--- config.mk ---
export PLATFORM = sky130hd
export DESIGN_NAME = regfile_port_ctrl
export DESIGN_NICKNAME = d
export VERILOG_FILES = /design/src/rtl/regfile_pkg.sv /design/src/rtl/regfile_scoreboard.sv /design/src/rtl/regfile_port_ctrl.sv
export SDC_FILE = /design/constraint.sdc
export NUM_CORES = 1
export LEC_CHECK = 0
export CAP_MARGIN = 5
export CORE_MARGIN = 10
export CORE_UTILIZATION = 30
export CTS_CLUSTER_DIAMETER = 50
export DETAILED_ROUTE_END_ITERATION = 12
export GPL_TIMING_DRIVEN = 0
export PLACE_DENSITY = 0.66
export RECOVER_POWER = 100
export SLEW_MARGIN = 20
export SYNTH_ARGS = -nofsm -noshare
export SYNTH_HDL_FRONTEND = slang
export SYNTH_HIERARCHICAL = 1
export SYNTH_SLANG_ARGS = --single-unit
--- constraint.sdc ---
create_clock -name i_clk -period 1.89 [get_ports i_clk]
set_input_delay 0.189 -clock i_clk [delete_from_list [all_inputs] [get_ports i_clk]]
set_output_delay 0.189 -clock i_clk [all_outputs]
set_load 0.005 [all_outputs]
--- src/rtl/regfile_pkg.sv ---
// Shared sizing and requester encoding for the register-file write-port controller.
package regfile_pkg;
    localparam int NREG = 32;
    localparam int RW   = 5;
    localparam int DW   = 32;

    typedef enum logic {
        REQ_LSU = 1'b0,
        REQ_ALU = 1'b1
    } req_e;
endpackage

--- src/rtl/regfile_scoreboard.sv ---
// Pending-write bitmap: set on issue, clear on write completion, set wins on collision.
module regfile_scoreboard
    import regfile_pkg::*;
#(
    parameter int NREG = regfile_pkg::NREG,
    parameter int RW   = regfile_pkg::RW
) (
    input  logic            i_clk,
    input  logic            i_rst,
    input  logic            i_set_en,
    input  logic [RW-1:0]   i_set_idx,
    input  logic            i_clr_en,
    input  logic [RW-1:0]   i_clr_idx,
    input  logic [RW-1:0]   i_rs1,
    input  logic [RW-1:0]   i_rs2,
    output logic            o_rs1_pend,
    output logic            o_rs2_pend,
    output logic [NREG-1:0] o_pending
);
    logic [NREG-1:0] r_pending;
    logic [NREG-1:0] w_set;
    logic [NREG-1:0] w_clr;
    logic [NREG-1:0] w_next;

    // Decode set/clear masks; x0 is never tracked so it can never stall.
    always_comb begin
        w_set = {NREG{1'b0}};
        w_clr = {NREG{1'b0}};
        if (i_set_en && (i_set_idx != {RW{1'b0}})) begin
            w_set[i_set_idx] = 1'b1;
        end else begin
            w_set = {NREG{1'b0}};
        end
        if (i_clr_en) begin
            w_clr[i_clr_idx] = 1'b1;
        end else begin
            w_clr = {NREG{1'b0}};
        end
        w_next = (r_pending & ~w_clr) | w_set;
    end

    // Scoreboard state register.
    always_ff @(posedge i_clk) begin
        if (i_rst) begin
            r_pending <= {NREG{1'b0}};
        end else begin
            r_pending <= w_next;
        end
    end

    assign o_rs1_pend = r_pending[i_rs1];
    assign o_rs2_pend = r_pending[i_rs2];
    assign o_pending  = r_pending;
endmodule

--- src/rtl/regfile_port_ctrl.sv ---
// Register-file write-port arbiter (LSU over ALU) with RAW scoreboard.
// Optional forwarding outputs are enabled by defining REGFILE_PORT_CTRL_BYPASS_EN.
module regfile_port_ctrl
    import regfile_pkg::*;
#(
    parameter int NREG = regfile_pkg::NREG,
    parameter int RW   = regfile_pkg::RW,
    parameter int DW   = regfile_pkg::DW
) (
    input  logic            i_clk,
    input  logic            i_rst,
    input  logic            i_alu_valid,
    input  logic [RW-1:0]   i_alu_rd,
    input  logic [DW-1:0]   i_alu_val,
    output logic            o_alu_ready,
    input  logic            i_lsu_valid,
    input  logic [RW-1:0]   i_lsu_rd,
    input  logic [DW-1:0]   i_lsu_val,
    output logic            o_lsu_ready,
    input  logic            i_issue_valid,
    input  logic [RW-1:0]   i_issue_rd,
    input  logic [RW-1:0]   i_rs1,
    input  logic [RW-1:0]   i_rs2,
    output logic            o_stall,
    output logic [RW-1:0]   o_w_reg_num,
    output logic [DW-1:0]   o_w_val,
    output logic            o_w_en,
`ifdef REGFILE_PORT_CTRL_BYPASS_EN
    output logic            o_byp1,
    output logic            o_byp2,
    output logic [DW-1:0]   o_byp_val,
`endif
    output logic [NREG-1:0] o_pending
);
    logic          r_w_en;
    logic [RW-1:0] r_w_reg_num;
    logic [DW-1:0] r_w_val;
    logic          w_lsu_ready;
    logic          w_alu_ready;
    logic          w_xfer;
    req_e          w_grant;
    logic [RW-1:0] w_sel_rd;
    logic [DW-1:0] w_sel_val;
    logic          w_wr;
    logic          w_rs1_pend;
    logic          w_rs2_pend;

    assign w_lsu_ready = ~i_rst;
    assign w_alu_ready = ~i_lsu_valid;

    // Fixed-priority grant: loads are older in program order, so LSU wins.
    always_comb begin
        w_xfer    = 1'b0;
        w_grant   = REQ_LSU;
        w_sel_rd  = {RW{1'b0}};
        w_sel_val = {DW{1'b0}};
        if (i_lsu_valid && w_lsu_ready) begin
            w_xfer  = 1'b1;
            w_grant = REQ_LSU;
        end else if (i_alu_valid && w_alu_ready) begin
            w_xfer  = 1'b1;
            w_grant = REQ_ALU;
        end else begin
            w_xfer  = 1'b0;
        end
        case (w_grant)
            REQ_LSU: begin
                w_sel_rd  = i_lsu_rd;
                w_sel_val = i_lsu_val;
            end
            REQ_ALU: begin
                w_sel_rd  = i_alu_rd;
                w_sel_val = i_alu_val;
            end
            default: begin
                w_sel_rd  = {RW{1'b0}};
                w_sel_val = {DW{1'b0}};
            end
        endcase
        w_wr = w_xfer && (w_sel_rd != {RW{1'b0}});
    end

    // One-cycle write register; writes to x0 are accepted but dropped here.
    always_ff @(posedge i_clk) begin
        if (i_rst) begin
            r_w_en      <= 1'b0;
            r_w_reg_num <= {RW{1'b0}};
            r_w_val     <= {DW{1'b0}};
        end else if (w_wr) begin
            r_w_en      <= 1'b1;
            r_w_reg_num <= w_sel_rd;
            r_w_val     <= w_sel_val;
        end else begin
            r_w_en      <= 1'b0;
        end
    end

    regfile_scoreboard #(
        .NREG (NREG),
        .RW   (RW)
    ) u_sb (
        .i_clk      (i_clk),
        .i_rst      (i_rst),
        .i_set_en   (i_issue_valid),
        .i_set_idx  (i_issue_rd),
        .i_clr_en   (r_w_en),
        .i_clr_idx  (r_w_reg_num),
        .i_rs1      (i_rs1),
        .i_rs2      (i_rs2),
        .o_rs1_pend (w_rs1_pend),
        .o_rs2_pend (w_rs2_pend),
        .o_pending  (o_pending)
    );

`ifdef REGFILE_PORT_CTRL_BYPASS_EN
    logic w_byp1;
    logic w_byp2;

    // A source being written this cycle is forwarded instead of stalled.
    assign w_byp1    = r_w_en && (r_w_reg_num == i_rs1);
    assign w_byp2    = r_w_en && (r_w_reg_num == i_rs2);
    assign o_stall   = (w_rs1_pend && ~w_byp1) || (w_rs2_pend && ~w_byp2);
    assign o_byp1    = w_byp1;
    assign o_byp2    = w_byp2;
    assign o_byp_val = r_w_val;
`else
    assign o_stall   = w_rs1_pend || w_rs2_pend;
`endif

    assign o_alu_ready = w_alu_ready;
    assign o_lsu_ready = w_lsu_ready;
    assign o_w_en      = r_w_en;
    assign o_w_reg_num = r_w_reg_num;
    assign o_w_val     = r_w_val;
endmodule

==> impl_metrics.py <==
metrics = {
    "synthesis": {
        "synth-edff-count": 0,
        "yosysSeqAreaShare_pct": 37.1,
        "ys_warn_count": 6,
        "ys.flop_type": "dfxtp_1",
        "syn_inst": 461,
        "syn_nets": 555,
        "ys_ff_latch": 70,
        "synthArstFlopShare_pct": 0,
        "synth_cell_types": 37,
        "synth_area_um2": 3770,
        "synth.avg_cell_area_um2": 8.19,
    },
    "layout": {
        "drive_gt1_share_pct": 12.8,
        "utilization_pct": 49.7,
        "final_area_um2": 6050,
        "antenna_cells": 0,
        "multi_input_area_um2": 2200,
        "fill_cells": 1171,
        "area_delta_synth_final_pct": 60.3,
        "regArea_um2": 1420,
        "nNetsFinal": 731,
    },
    "cts": {
        "clock_latency_ns": 0.33,
        "cts_buffer_depth": 2,
        "cts.sinks": 70,
        "cts_hold_buf": 0,
        "numCtsBuffers": 9,
        "clock_tree.root_cell": "clkbuf_16",
        "htreeDepth": 3,
        "cts_tree": "built",
        "path_clk_slew_ns": 0.06,
    },
    "critical_path": {
        "critPathMaxStageDelay_ns": 0.34,
        "arrival_ns": 1.79,
        "crit_chain": "mux2i_2 -> a21oi_1 -> nand3_2 -> nand2_1 -> a311o_1 -> or2_4 -> buf_6",
        "rrSetupSlack_ns": 0.40,
        "cp_slowest_cell": "dfxtp_2",
        "cp-start-kind": "register",
        "end_kind": "output port",
        "path_max_fanout": 4,
        "r2r-start": "o_w_reg_num[4]",
        "cp_num_buf_inv": 1,
        "crit_start": "u_sb/o_pending[10]",
        "required_ns": 1.70,
        "critPathTopFamily": "compound AO/OA/AOI/OAI gates",
        "critPathKind": "reg -> out",
    },
    "power_and_ir_drop": {
        "swShare_pct": 24.4,
        "power.density_nw_per_um2": 759,
        "p_leak_nw": 2.24,
        "peakVddDrop_uv": 447,
        "power_frac_comb_pct": 19.4,
        "intPower_mw": 3.47,
        "pwr-share-clk_pct": 45.1,
        "finalPower_mw": 4.59,
        "p_sw_mw": 1.12,
        "seq_power_share_pct": 35.5,
    },
    "placement": {
        "place_area_um2": 5630,
        "routabilityCongestion": 0.898,
        "dp_slack_ns": -0.628,
        "portBuffers": 164,
        "dp_hpwl_mm": 12.4,
    },
    "global_route": {
        "antenna_found_initial": 0,
        "grt_pass1_wl_mm": 23.8,
        "grtUsageTotal_pct": 16.9,
        "grt_busiest_layer": "met2",
        "grt_overflow_total": 0,
        "grt_pass1_vias": 4357,
        "grt_max_degree": 13,
        "met1_usage_pct": 19.4,
        "grt_util_met2_pct": 27.0,
        "grt_util_met3_pct": 8.00,
    },
    "status": {
        "violations": "negative setup slack",
        "status": "complete, but fails checks",
    },
    "min_path": {
        "hold_path_class": "in -> reg",
        "min_from": "i_rst",
    },
    "sta": {
        "min_period_ns": 1.98,
        "worstMarginPinSlew_ns": 1.11,
        "grt_setup_unrepaired": "true",
        "setup_viol": 1,
        "final_max_slew_viol_count": 0,
        "setup_ws_ns": -0.0858,
        "fin_worst_skew_ns": 0.00835,
        "relSlewSlack_pct": 26.1,
        "fmax_ghz": 0.506,
        "report.final.hold_viol_count": 0,
        "fin_crit_sh_pct": 105,
        "timing.setup.tns_ns": -0.0858,
    },
    "floorplan": {
        "fp.coreArea_um2": 12200,
        "start_util_pct": 31.0,
        "die_w_um": 132,
        "die_h_um": 132,
        "die_area_um2": 17500,
        "rows": 40,
        "io_pins": 167,
    },
    "routing": {
        "wire_per_inst_um": 19.3,
        "vias": 4283,
        "firstDrtPassIters": 5,
        "ant_nets": 0,
        "drc": 0,
        "vias_per_cell": 5.29,
        "first_iter_violations": 275,
        "wl_mm": 15.6,
    },
    "run": {
        "max_cap_violations": 0,
    },
}
[what timing repair did]
| item | 4_1_cts | 5_1_grt |
|---|---|---|
| setup buffers | 1 | 0 |
| pin swaps | 9 | 1 |
| endpoints found under the setup margin | 2 | 12 |
| gates resized for setup | 31 | 10 |
[logic make-up (layout without fill, tap and decap cells)]
group,after synthesis,count (layout),synth area share [%]
buffers and inverters,34,215,5.64
AOI/OAI and AO/OA,122,122,23.9
DFF,70,70,37.1
muxes,32,32,8.49
and+or+nand+nor,203,203,24.8
[state kept, by name, indices dropped and copies added (netlist names)]
register / count
o_w_en: 1
o_w_reg_num: 5
o_w_val: 32
u_sb/o_pending: 32
[metrics by stage]
stage | hold slack [ns] | std cells
finish | 0.186 | 810
global route | 0.241 | 810
CTS | 0.420 | 810
detailed placement | 0.516 | 793
global placement | 0.507 | 793
floorplan | 0.258 | 461
[synthesized netlist by cell type (2+ instances only)]
master	number	area, um^2
o22ai_1	3	18.8
nand2_1	118	443
buf_2	9	45.0
clkbuf_1	15	56.3
buf_6	5	56.3
inv_1	2	7.51
nor3b_1	5	37.5
a21oi_1	37	185
nand4b_1	2	17.5
a22oi_1	11	82.6
nor3_1	36	180
nand2b_1	3	18.8
and3_1	2	12.5
a311oi_1	18	158
buf_12	2	40.0
nand3b_1	5	37.5
and2_1	3	18.8
and3b_1	3	26.3
a211oi_1	2	15.0
nor2b_1	3	18.8
nand3_1	6	30.0
dfxtp_1	70	1400
and2b_1	2	15.0
a311o_1	2	20.0
mux2i_1	32	320
a311oi_2	16	240
nor2_1	9	33.8
o21ai_0	31	155
[worst register-to-register path, cell delays in order, from the launching register on]
cell     delay, ns
dfxtp_1       0.56
or3b_2        0.53
o21ai_0       0.19
a21oi_1       0.09
[power groups by stage]
stage / Sequential [mW] / Combinational [mW] / Clock, mW
2_1_floorplan: 1.65 / 0.386 / 0
3_3_place_gp: 1.66 / 0.883 / 0
3_5_place_dp: 1.66 / 0.891 / 0
4_1_cts: 1.63 / 0.903 / 2.11
5_1_grt: 1.64 / 0.954 / 2.19
6_report: 1.63 / 0.890 / 2.07
[area by class of cell]
class / instances / area share (%)
multi-input combinational: 357 / 36.4
timing repair buffer: 165 / 27.1
sequential: 70 / 23.5
clock buffer: 10 / 3.78
clock inverter: 6 / 2.21
buffer: 32 / 3.41
inverter: 2 / 0.124
tap: 168 / 3.47
[metal layers]
| metal | routed length, um | part of all wire, % |
|---|---|---|
| met1 | 6440 | 41 |
| met2 | 7140 | 46 |
| met3 | 1820 | 12 |
| met4 | 245 | 1.6 |
| met5 | 0 | 0 |
[placed cells by master (no fill, tap or decap), drive strengths merged, types with 6 or more instances in the layout]
master and count:
a22oi 11, mux2i 32, o21ai 31, clkbuf 26, clkdlybuf4s50 136, dlygate4sd3 22
nor2 9, a21oi 38, dfxtp 70, nand3 6, nand2 118, buf 19
a311oi 34, nor3 37
[worst paths after layout]
check                       end  depth (start not counted)
max                     o_stall                          7
min          u_sb/o_pending[12]                          2
max reg2reg  u_sb/o_pending[18]                          3
min reg2reg  u_sb/o_pending[21]                          2
Note: power is estimated with default switching activity, not from simulation.
